==> config.mk <==
export PLATFORM = sky130hd
export DESIGN_NAME = i2c_apb_sequencer
export DESIGN_NICKNAME = d
export VERILOG_FILES = /design/src/rtl/i2c_apb_sequencer.sv
export SDC_FILE = /design/constraint.sdc
export NUM_CORES = 1
export LEC_CHECK = 0
export BUFFER_PORTS_ARGS = -buffer_cell sky130_fd_sc_hd__clkbuf_2
export CORE_MARGIN = 2
export CORE_UTILIZATION = 25
export DETAILED_ROUTE_END_ITERATION = 8
export SYNTH_ARGS = -nofsm -noshare
export SYNTH_HDL_FRONTEND = slang
export SYNTH_SLANG_ARGS = --single-unit
==> constraint.sdc <==
create_clock -name pclk_i -period 2.1 [get_ports pclk_i]
set_input_delay 0.21 -clock pclk_i [delete_from_list [all_inputs] [get_ports pclk_i]]
set_output_delay 0.21 -clock pclk_i [all_outputs]
set_load 0.01 [all_outputs]
==> src/rtl/i2c_apb_sequencer.sv <==
// ============================================================================
// i2c_apb_sequencer: arbitrates two requesters and sequences I2C master
// register accesses over an APB master port.  Revision: 1.0
// ============================================================================
`default_nettype none

module i2c_apb_sequencer #(
  parameter logic [7:0]  PRESCALE   = 8'd4,
  parameter logic [15:0] POLL_LIMIT = 16'd1000
) (
  input  logic        pclk_i,
  input  logic        preset_i,
  input  logic [1:0]  req_i,
  input  logic [1:0]  req_rw_i,
  input  logic [13:0] req_addr_i,
  input  logic [7:0]  req_len_i,
  input  logic [15:0] wr_data_i,
  output logic [1:0]  wr_pop_o,
  output logic [1:0]  gnt_o,
  output logic [1:0]  done_o,
  output logic        err_o,
  output logic [7:0]  rd_data_o,
  output logic        rd_valid_o,
  output logic        busy_o,
  output logic        psel_o,
  output logic        penable_o,
  output logic        pwrite_o,
  output logic [31:0] paddr_o,
  output logic [31:0] pwdata_o,
  input  logic [31:0] prdata_i,
  input  logic        pready_i
);

  typedef enum logic [3:0] {
    IDLE, ARB, CFG_PRE, CFG_ADDR, LOAD_TX, CMD_EN, POLL, READ_RX, CMD_DIS, DONE
  } state_t;

  state_t      state_q, state_d;
  logic [1:0]  gnt_q, gnt_d;
  logic        rw_q, rw_d;
  logic [6:0]  addr_q, addr_d;
  logic [3:0]  len_q, len_d;
  logic [3:0]  cnt_q, cnt_d;
  logic [15:0] poll_cnt_q, poll_cnt_d;
  logic        err_q, err_d;
  logic        last_q, last_d;
  logic        psel_q, psel_d;
  logic        penable_q, penable_d;
  logic        pwrite_q, pwrite_d;
  logic [7:0]  paddr_q, paddr_d;
  logic [7:0]  pwdata_q, pwdata_d;
  logic [7:0]  rd_data_q, rd_data_d;
  logic        rd_valid_q, rd_valid_d;

  logic        apb_done;
  logic        acc_en;
  logic        acc_write;
  logic [7:0]  acc_addr;
  logic [7:0]  acc_data;
  logic        sel;
  logic [3:0]  sel_len;
  logic [7:0]  tx_byte;
  logic        poll_exit;
  logic [1:0]  wr_pop;
  logic        unused_prdata;

  assign unused_prdata = ^prdata_i[31:8];
  assign apb_done  = psel_q & penable_q & pready_i;
  assign tx_byte   = gnt_q[1] ? wr_data_i[15:8] : wr_data_i[7:0];
  assign poll_exit = rw_q ? prdata_i[5] : (prdata_i[7] & prdata_i[5]);

  always_comb begin
    state_d    = state_q;
    gnt_d      = gnt_q;
    rw_d       = rw_q;
    addr_d     = addr_q;
    len_d      = len_q;
    cnt_d      = cnt_q;
    poll_cnt_d = poll_cnt_q;
    err_d      = err_q;
    last_d     = last_q;
    psel_d     = psel_q;
    penable_d  = penable_q;
    pwrite_d   = pwrite_q;
    paddr_d    = paddr_q;
    pwdata_d   = pwdata_q;
    rd_data_d  = rd_data_q;
    rd_valid_d = 1'b0;
    wr_pop     = 2'b00;
    acc_en     = 1'b0;
    acc_write  = 1'b1;
    acc_addr   = 8'h00;
    acc_data   = 8'h00;
    sel        = 1'b0;
    sel_len    = 4'd0;

    case (state_q)
      IDLE: begin
        if (|req_i) state_d = ARB;
      end
      ARB: begin
        if (req_i == 2'b00) begin
          state_d = IDLE;
        end else begin
          // Both requesting: the one not served last wins.
          sel     = (req_i == 2'b11) ? ~last_q : req_i[1];
          sel_len = sel ? req_len_i[7:4] : req_len_i[3:0];
          gnt_d   = sel ? 2'b10 : 2'b01;
          rw_d    = req_rw_i[sel];
          addr_d  = sel ? req_addr_i[13:7] : req_addr_i[6:0];
          len_d   = sel_len;
          cnt_d   = 4'd0;
          err_d   = (sel_len == 4'd0);
          state_d = (sel_len == 4'd0) ? DONE : CFG_PRE;
        end
      end
      CFG_PRE: begin
        acc_en   = 1'b1;
        acc_addr = 8'h00;
        acc_data = PRESCALE;
        if (apb_done) state_d = CFG_ADDR;
      end
      CFG_ADDR: begin
        acc_en   = 1'b1;
        acc_addr = 8'h04;
        acc_data = {addr_q, rw_q};
        if (apb_done) state_d = rw_q ? CMD_EN : LOAD_TX;
      end
      LOAD_TX: begin
        acc_en   = 1'b1;
        acc_addr = 8'h02;
        acc_data = tx_byte;
        if (apb_done) begin
          wr_pop = gnt_q;
          cnt_d  = cnt_q + 4'd1;
          if (cnt_q + 4'd1 == len_q) state_d = CMD_EN;
        end
      end
      CMD_EN: begin
        acc_en     = 1'b1;
        acc_addr   = 8'h01;
        acc_data   = 8'h60;
        poll_cnt_d = 16'd0;
        if (apb_done) state_d = POLL;
      end
      POLL: begin
        acc_en    = 1'b1;
        acc_write = 1'b0;
        acc_addr  = 8'h03;
        if (apb_done) begin
          if (poll_exit) begin
            cnt_d   = 4'd0;
            state_d = rw_q ? READ_RX : CMD_DIS;
          end else begin
            poll_cnt_d = poll_cnt_q + 16'd1;
            if (poll_cnt_q + 16'd1 == POLL_LIMIT) begin
              err_d   = 1'b1;
              state_d = CMD_DIS;
            end
          end
        end
      end
      READ_RX: begin
        acc_en    = 1'b1;
        acc_write = 1'b0;
        acc_addr  = 8'h05;
        if (apb_done) begin
          rd_valid_d = 1'b1;
          rd_data_d  = prdata_i[7:0];
          cnt_d      = cnt_q + 4'd1;
          if (cnt_q + 4'd1 == len_q) state_d = CMD_DIS;
        end
      end
      CMD_DIS: begin
        acc_en   = 1'b1;
        acc_addr = 8'h01;
        acc_data = 8'h20;
        if (apb_done) state_d = DONE;
      end
      DONE: begin
        last_d  = gnt_q[1];
        gnt_d   = 2'b00;
        err_d   = 1'b0;
        state_d = IDLE;
      end
      default: state_d = IDLE;
    endcase

    // Shared APB engine; a completed access always leaves one idle cycle
    // before the next SETUP.
    if (acc_en) begin
      if (!psel_q) begin
        psel_d    = 1'b1;
        penable_d = 1'b0;
        pwrite_d  = acc_write;
        paddr_d   = acc_addr;
        pwdata_d  = acc_write ? acc_data : 8'h00;
      end else if (!penable_q) begin
        penable_d = 1'b1;
      end else if (pready_i) begin
        psel_d    = 1'b0;
        penable_d = 1'b0;
      end
    end
  end

  always_ff @(posedge pclk_i) begin
    if (preset_i) begin
      state_q    <= IDLE;
      gnt_q      <= 2'b00;
      rw_q       <= 1'b0;
      addr_q     <= 7'd0;
      len_q      <= 4'd0;
      cnt_q      <= 4'd0;
      poll_cnt_q <= 16'd0;
      err_q      <= 1'b0;
      last_q     <= 1'b1;
      psel_q     <= 1'b0;
      penable_q  <= 1'b0;
      pwrite_q   <= 1'b0;
      paddr_q    <= 8'h00;
      pwdata_q   <= 8'h00;
      rd_data_q  <= 8'h00;
      rd_valid_q <= 1'b0;
    end else begin
      state_q    <= state_d;
      gnt_q      <= gnt_d;
      rw_q       <= rw_d;
      addr_q     <= addr_d;
      len_q      <= len_d;
      cnt_q      <= cnt_d;
      poll_cnt_q <= poll_cnt_d;
      err_q      <= err_d;
      last_q     <= last_d;
      psel_q     <= psel_d;
      penable_q  <= penable_d;
      pwrite_q   <= pwrite_d;
      paddr_q    <= paddr_d;
      pwdata_q   <= pwdata_d;
      rd_data_q  <= rd_data_d;
      rd_valid_q <= rd_valid_d;
    end
  end

  assign wr_pop_o   = wr_pop;
  assign gnt_o      = gnt_q;
  assign done_o     = (state_q == DONE) ? gnt_q : 2'b00;
  assign err_o      = (state_q == DONE) & err_q;
  assign rd_data_o  = rd_data_q;
  assign rd_valid_o = rd_valid_q;
  assign busy_o     = (state_q != IDLE);
  assign psel_o     = psel_q;
  assign penable_o  = penable_q;
  assign pwrite_o   = pwrite_q;
  assign paddr_o    = {24'h0, paddr_q};
  assign pwdata_o   = {24'h0, pwdata_q};

endmodule

`default_nettype wire

# ---- Word-level counts from Yosys, hierarchy flattened
# Cells that the tools add are included.
# Widths: inputs -> output; s select.
dict set report word_totals {
  latch_bits 0
  ramBits 0
  reg_bits 68
  memories 0
  out_inout_bits 84
  mem_bits_ro 0
}
dict set report classes {
  order_cmp 1
  n_div 0
  bitwise 8
  n_eq_ne 28
  reduce_logical 22
  n_mul 0
  addsub 2
  mux 53
  shift 0
}
# operator n
set op_table {}
lappend op_table {{$mux 4} 20}
lappend op_table {{$pmux 8 s5} 1}
lappend op_table {{$pmux 4 s9} 1}
lappend op_table {{$mux 16} 2}
lappend op_table {{$pmux 16 s2} 1}
lappend op_table {{$ne 2x2->1 const B} 14}
lappend op_table {{$add 16x1->16 const B} 1}
lappend op_table {{$eq 16x10->1 const B} 1}
lappend op_table {{$eq 4x3->1 const B} 4}
lappend op_table {{$mux 1} 16}
lappend op_table {{$mux 8} 2}
lappend op_table {{$pmux 3 s5} 1}
lappend op_table {{$pmux 4 s3} 1}
lappend op_table {{$reduce_and 11->1} 1}
lappend op_table {{$mux 2} 5}
lappend op_table {{$reduce_and 5->1} 2}
lappend op_table {{$reduce_or 2->1} 5}
lappend op_table {{$eq 4x2->1 const B} 2}
lappend op_table {{$eq 4x4->1 const B} 2}
lappend op_table {{$logic_not 4->1} 2}
lappend op_table {{$reduce_and 2->1} 4}
lappend op_table {{$mux 7} 1}
lappend op_table {{$reduce_or 7->1} 1}
lappend op_table {{$reduce_bool 3->1} 2}
lappend op_table {{other kinds (15)} 22}

# ---- Longest topological paths before layout
dict set report logic_depth {
  word_depth 7
  mapped_depth 9
  mapped_depth_nobuf 7
}

# ---- Worst setup path before layout
# No wires, ideal clock.
dict set report synth_path {
  path_kind {flip-flop to flip-flop}
  from {reg poll_cnt_q[0]}
  to {reg state_q[1]}
  setup_time_ns 0.116
  stages_incl_launch_ff 8
  required_ns 1.984
  slack_ns -0.191
  arrival_ns 2.174
  n_path_buf 0
  path_cell_list {dfxtp_1 ha_1 and4_2 nand2_1 xor2_1 or4_1 or4_4 o211a_1}
}
dict set report synth_via {
  elab_chain_cells 4
}
# element line
set synth_lines {}
lappend synth_lines {{from (decl)} 44} ;# logic [15:0] poll_cnt_q, poll_cnt_d;
lappend synth_lines {{from (signal assigned)} 232} ;# poll_cnt_q <= poll_cnt_d;
lappend synth_lines {{$add 16x1->16} 156} ;# if (poll_cnt_q + 16'd1 == POLL_LIMIT) begin
lappend synth_lines {{$eq 16x10->1} 156}
lappend synth_lines {{$ne 3x3->1 (no line)} -}
lappend synth_lines {{$reduce_and 11->1 (no line)} -}
lappend synth_lines {{to (signal assigned)} 226} ;# state_q <= state_d;
lappend synth_lines {{to (decl)} 38} ;# state_t state_q, state_d;
# Every way passes these cells.
# A chain may end at the register's enable or synchronous reset.

# ---- Final worst setup path
# Ends and elaborated chain as after synthesis.

==> metrics.txt <==
outcome finished, violations left; failing checks setup timing; Cell Area, Synth 3830 um^2; setup ws final -0.0466 ns; Final setup viols 1; die span in y 128 um; FF+latch count, synth 63; Tcrit/Tclk final 102%; GR Util All Layers 12.3%; cell taking the most area after synthesis dfxtp_1; Slew Viols, Final 0; CTS root buffer clkbuf_16; pin count of the biggest net entering global routing 24; Power Dens Cells 920 nW/um^2; Final Hold Fails 0; max-cap check violation count 0; Async SR Flop Fraction 0%; total gr overflow 0; Clock Skew 0.00649 ns; Syn Inst Count 469; CTS tree done; CP required 2.33 ns; Skew-Pair Late Insertion Delay 0.34 ns; RSZ-0062 raised after global routing true; final core occ 33.3%; post-DR vias/cell 4.53; Gate power share 33.7%; cell-internal power 3090 uW; min Tclk post-route 2.15 ns; DRC viols 0; Buf/Inv on CP 0; Placer Congestion 0.807; most frequent cells in the layout 83 x clkbuf_2, 61 x nor2_1, 58 x dfxtp_1, 58 x buf_4, 53 x conb_1; Setup TNS -0.0466 ns; Layout area overhead 31.0%; top cell type's share of synthesized area 32.9%; max frequency 466 MHz; hold endpoint rd_data_o[2]; Area contributors post-synth dfxtp_1 33%, buf_4 11%, mux2i_1 6.5%; DR vias 3,571; Critical-path top delay cell or4_4; core area 15,100 um^2; R2R depth 7; CTS clock-pin slew for the worst setup and hold paths 0.05 ns; P_leak 0.00217 uW; clk sinks 63; Synthesis Warnings 0; sw frac 33.1%; CP top delay family simple AND/OR/NAND/NOR gates; clock share of power 34.5%; switching pwr 1530 uW; Finished Cell Area 5020 um^2; DP Area 4610 um^2; slew margin rel. 56.0%; FF-to-FF End state_q[1]; Initial Utilization 25.4%; crit path cell chain ha_4 > and4_4 > nand2_2 > xor2_1 > or4_1 > or4_4 > o211a_1; crit-path max FO 5; worst hold start prdata_i[2]; Reg-to-Reg Start poll_cnt_q[0]; row cnt 45; number of synthesized flops with an enable pin 0; Worst VDD drop 0.000525 V; Avg WL per Cell 12.7 um; # H-tree levels 3; Reg power frac 31.8%; Post-DP HPWL 7580 um; Ant. Diodes 0; hold depth 3; Longest Clk Path Bufs 2; crit path capture type flip-flop; DRT iter0 DRCs 181; fin nets 675; PortBufs 83; Worst Tran Pin Value 0.653 ns; die width 128 um; critical path type flip-flop to flip-flop; Avg Cell Area, Syn 8.17 um^2; IO Count 161; Tot Pwr 4620 uW; drt pass-1 iters 4; Hold Path Class input pin to flip-flop; r2r setup slk -0.05 ns; most common cell after layout, fill and taps aside clkbuf_2; Yosys cell types 60; CP Launch Type flip-flop; most used flip-flop cell after synthesis dfxtp_1; vias in the first global route 3,232; initial antenna violation count 0; Post-DRT Antenna Nets 0; share of cells above drive strength 1 31.3%; routed wire length 10,000 um; Worst EP arrival 2.38 ns; TritonCTS Buffers 9; global-route wire length before repair 16,000 um; post-synthesis sequential area ratio 32.9%; slowest stage delay, CP 0.46 ns; die area 16,300 um^2
-- worst register-to-register path, delay by kind of cell, from the launching register on --
| kind | cells | cell delay [ns] |
|---|---|---|
| AOI/OAI and AO/OA | 1 | 0.22 |
| xor gates and xnor gates | 1 | 0.14 |
| adders and majority gates | 1 | 0.15 |
| DFF | 1 | 0.38 |
| and+or+nand+nor | 4 | 1.14 |
-- layer usage --
| metal | vias to the layer above | track usage [%] | part of all wire (%) |
|---|---|---|---|
| li1 | 1840 | - | - |
| met1 | 1635 | 15.0 | 44 |
| met2 | 82 | 20.8 | 50 |
| met3 | 14 | 2.59 | 3.7 |
| met4 | 0 | 5.49 | 1.8 |
| met5 | - | 0 | 0 |
-- sequential cells by signal, indices dropped and copies added (netlist names), 2 cells and up --
signal / flops
state_q: 4
gnt_o: 2
rd_data_o: 8
len_q: 4
poll_cnt_q: 16
addr_q: 7
paddr_q: 3
cnt_q: 4
pwdata_q: 8
-- power by group through the flow --
stage / Clock (uW) / Sequential, uW / Combinational, uW
3_5_place_dp: 0 / 1490 / 1480
6_report: 1590 / 1470 / 1560
4_1_cts: 1630 / 1470 / 1500
2_1_floorplan: 0 / 1480 / 1020
5_1_grt: 1690 / 1490 / 1720
3_3_place_gp: 0 / 1490 / 1470
-- Yosys cell counts (2+ instances only) --
master,count
mux2i_1,25
nor3b_1,2
nand3b_1,3
and3_1,6
a22oi_1,9
and4_1,2
a211oi_1,19
nor2b_1,8
dfxtp_1,63
a21oi_1,28
buf_4,54
or3_1,4
a21boi_0,2
mux2_2,8
nand3_1,9
nand2_1,27
xor2_1,6
nand2b_1,5
o21ai_0,21
nor3_1,10
a31oi_1,7
or2_2,2
a311oi_1,4
a22o_1,3
nor4_1,4
a21o_1,6
o211ai_1,2
ha_1,3
o22ai_1,2
o31ai_1,2
xnor2_1,4
nand4_1,4
clkbuf_1,22
buf_2,3
nor2_1,62
and2_1,4
-- area by class of cell --
| cell class | count | area, um^2 |
|---|---|---|
| clock inverters | 4 | 70.1 |
| clock buffers | 12 | 246 |
| fillers | 1593 | 10100 |
| flip-flops and latches | 63 | 1270 |
| inverters | 1 | 3.75 |
| multi-input cells | 378 | 2330 |
| repair buffers | 142 | 862 |
| well taps | 188 | 235 |
-- cells by family after synthesis --
kind of cell,share of synthesized area (%)
flip-flops,32.9
adder cells (fa/ha/maj),0.980
buffers and inverters,13.2
AND/OR/NAND/NOR,21.6
AO/OA/AOI/OAI,20.1
multiplexers,8.88
other,0.0979
XOR/XNOR,2.29
-- metrics by stage --
stage / worst slack [ns] / hold slack, ns / std cells
finish: -0.0466 / 0.115 / 788
global route: -0.123 / 0.124 / 788
detailed placement: -0.116 / 0.449 / 766
CTS: -0.0412 / 0.111 / 785
global placement: -0.0898 / 0.440 / 766
floorplan: -0.0545 / 0.314 / 521
-- repair_timing --
| action | 4_1_cts | 5_1_grt |
|---|---|---|
| pin swaps | 2 | 1 |
| resized for setup | 3 | 8 |
| setup buffers | 3 | 3 |
| endpoints found under the setup margin | 9 | 13 |
| hold buffers | 0 | 0 |
-- worst max-delay path by stage --
stage	startpoint	end	slack, ns	cells past startpoint
floorplan	poll_cnt_q[1]	state_q[1]	-0.05	7
global placement	poll_cnt_q[1]	state_q[1]	-0.09	6
detailed placement	poll_cnt_q[1]	state_q[1]	-0.12	7
CTS	poll_cnt_q[0]	state_q[1]	-0.04	7
global route	poll_cnt_q[0]	state_q[1]	-0.12	7
finish	poll_cnt_q[0]	state_q[1]	-0.05	7
(Power assumes the default switching activity.)
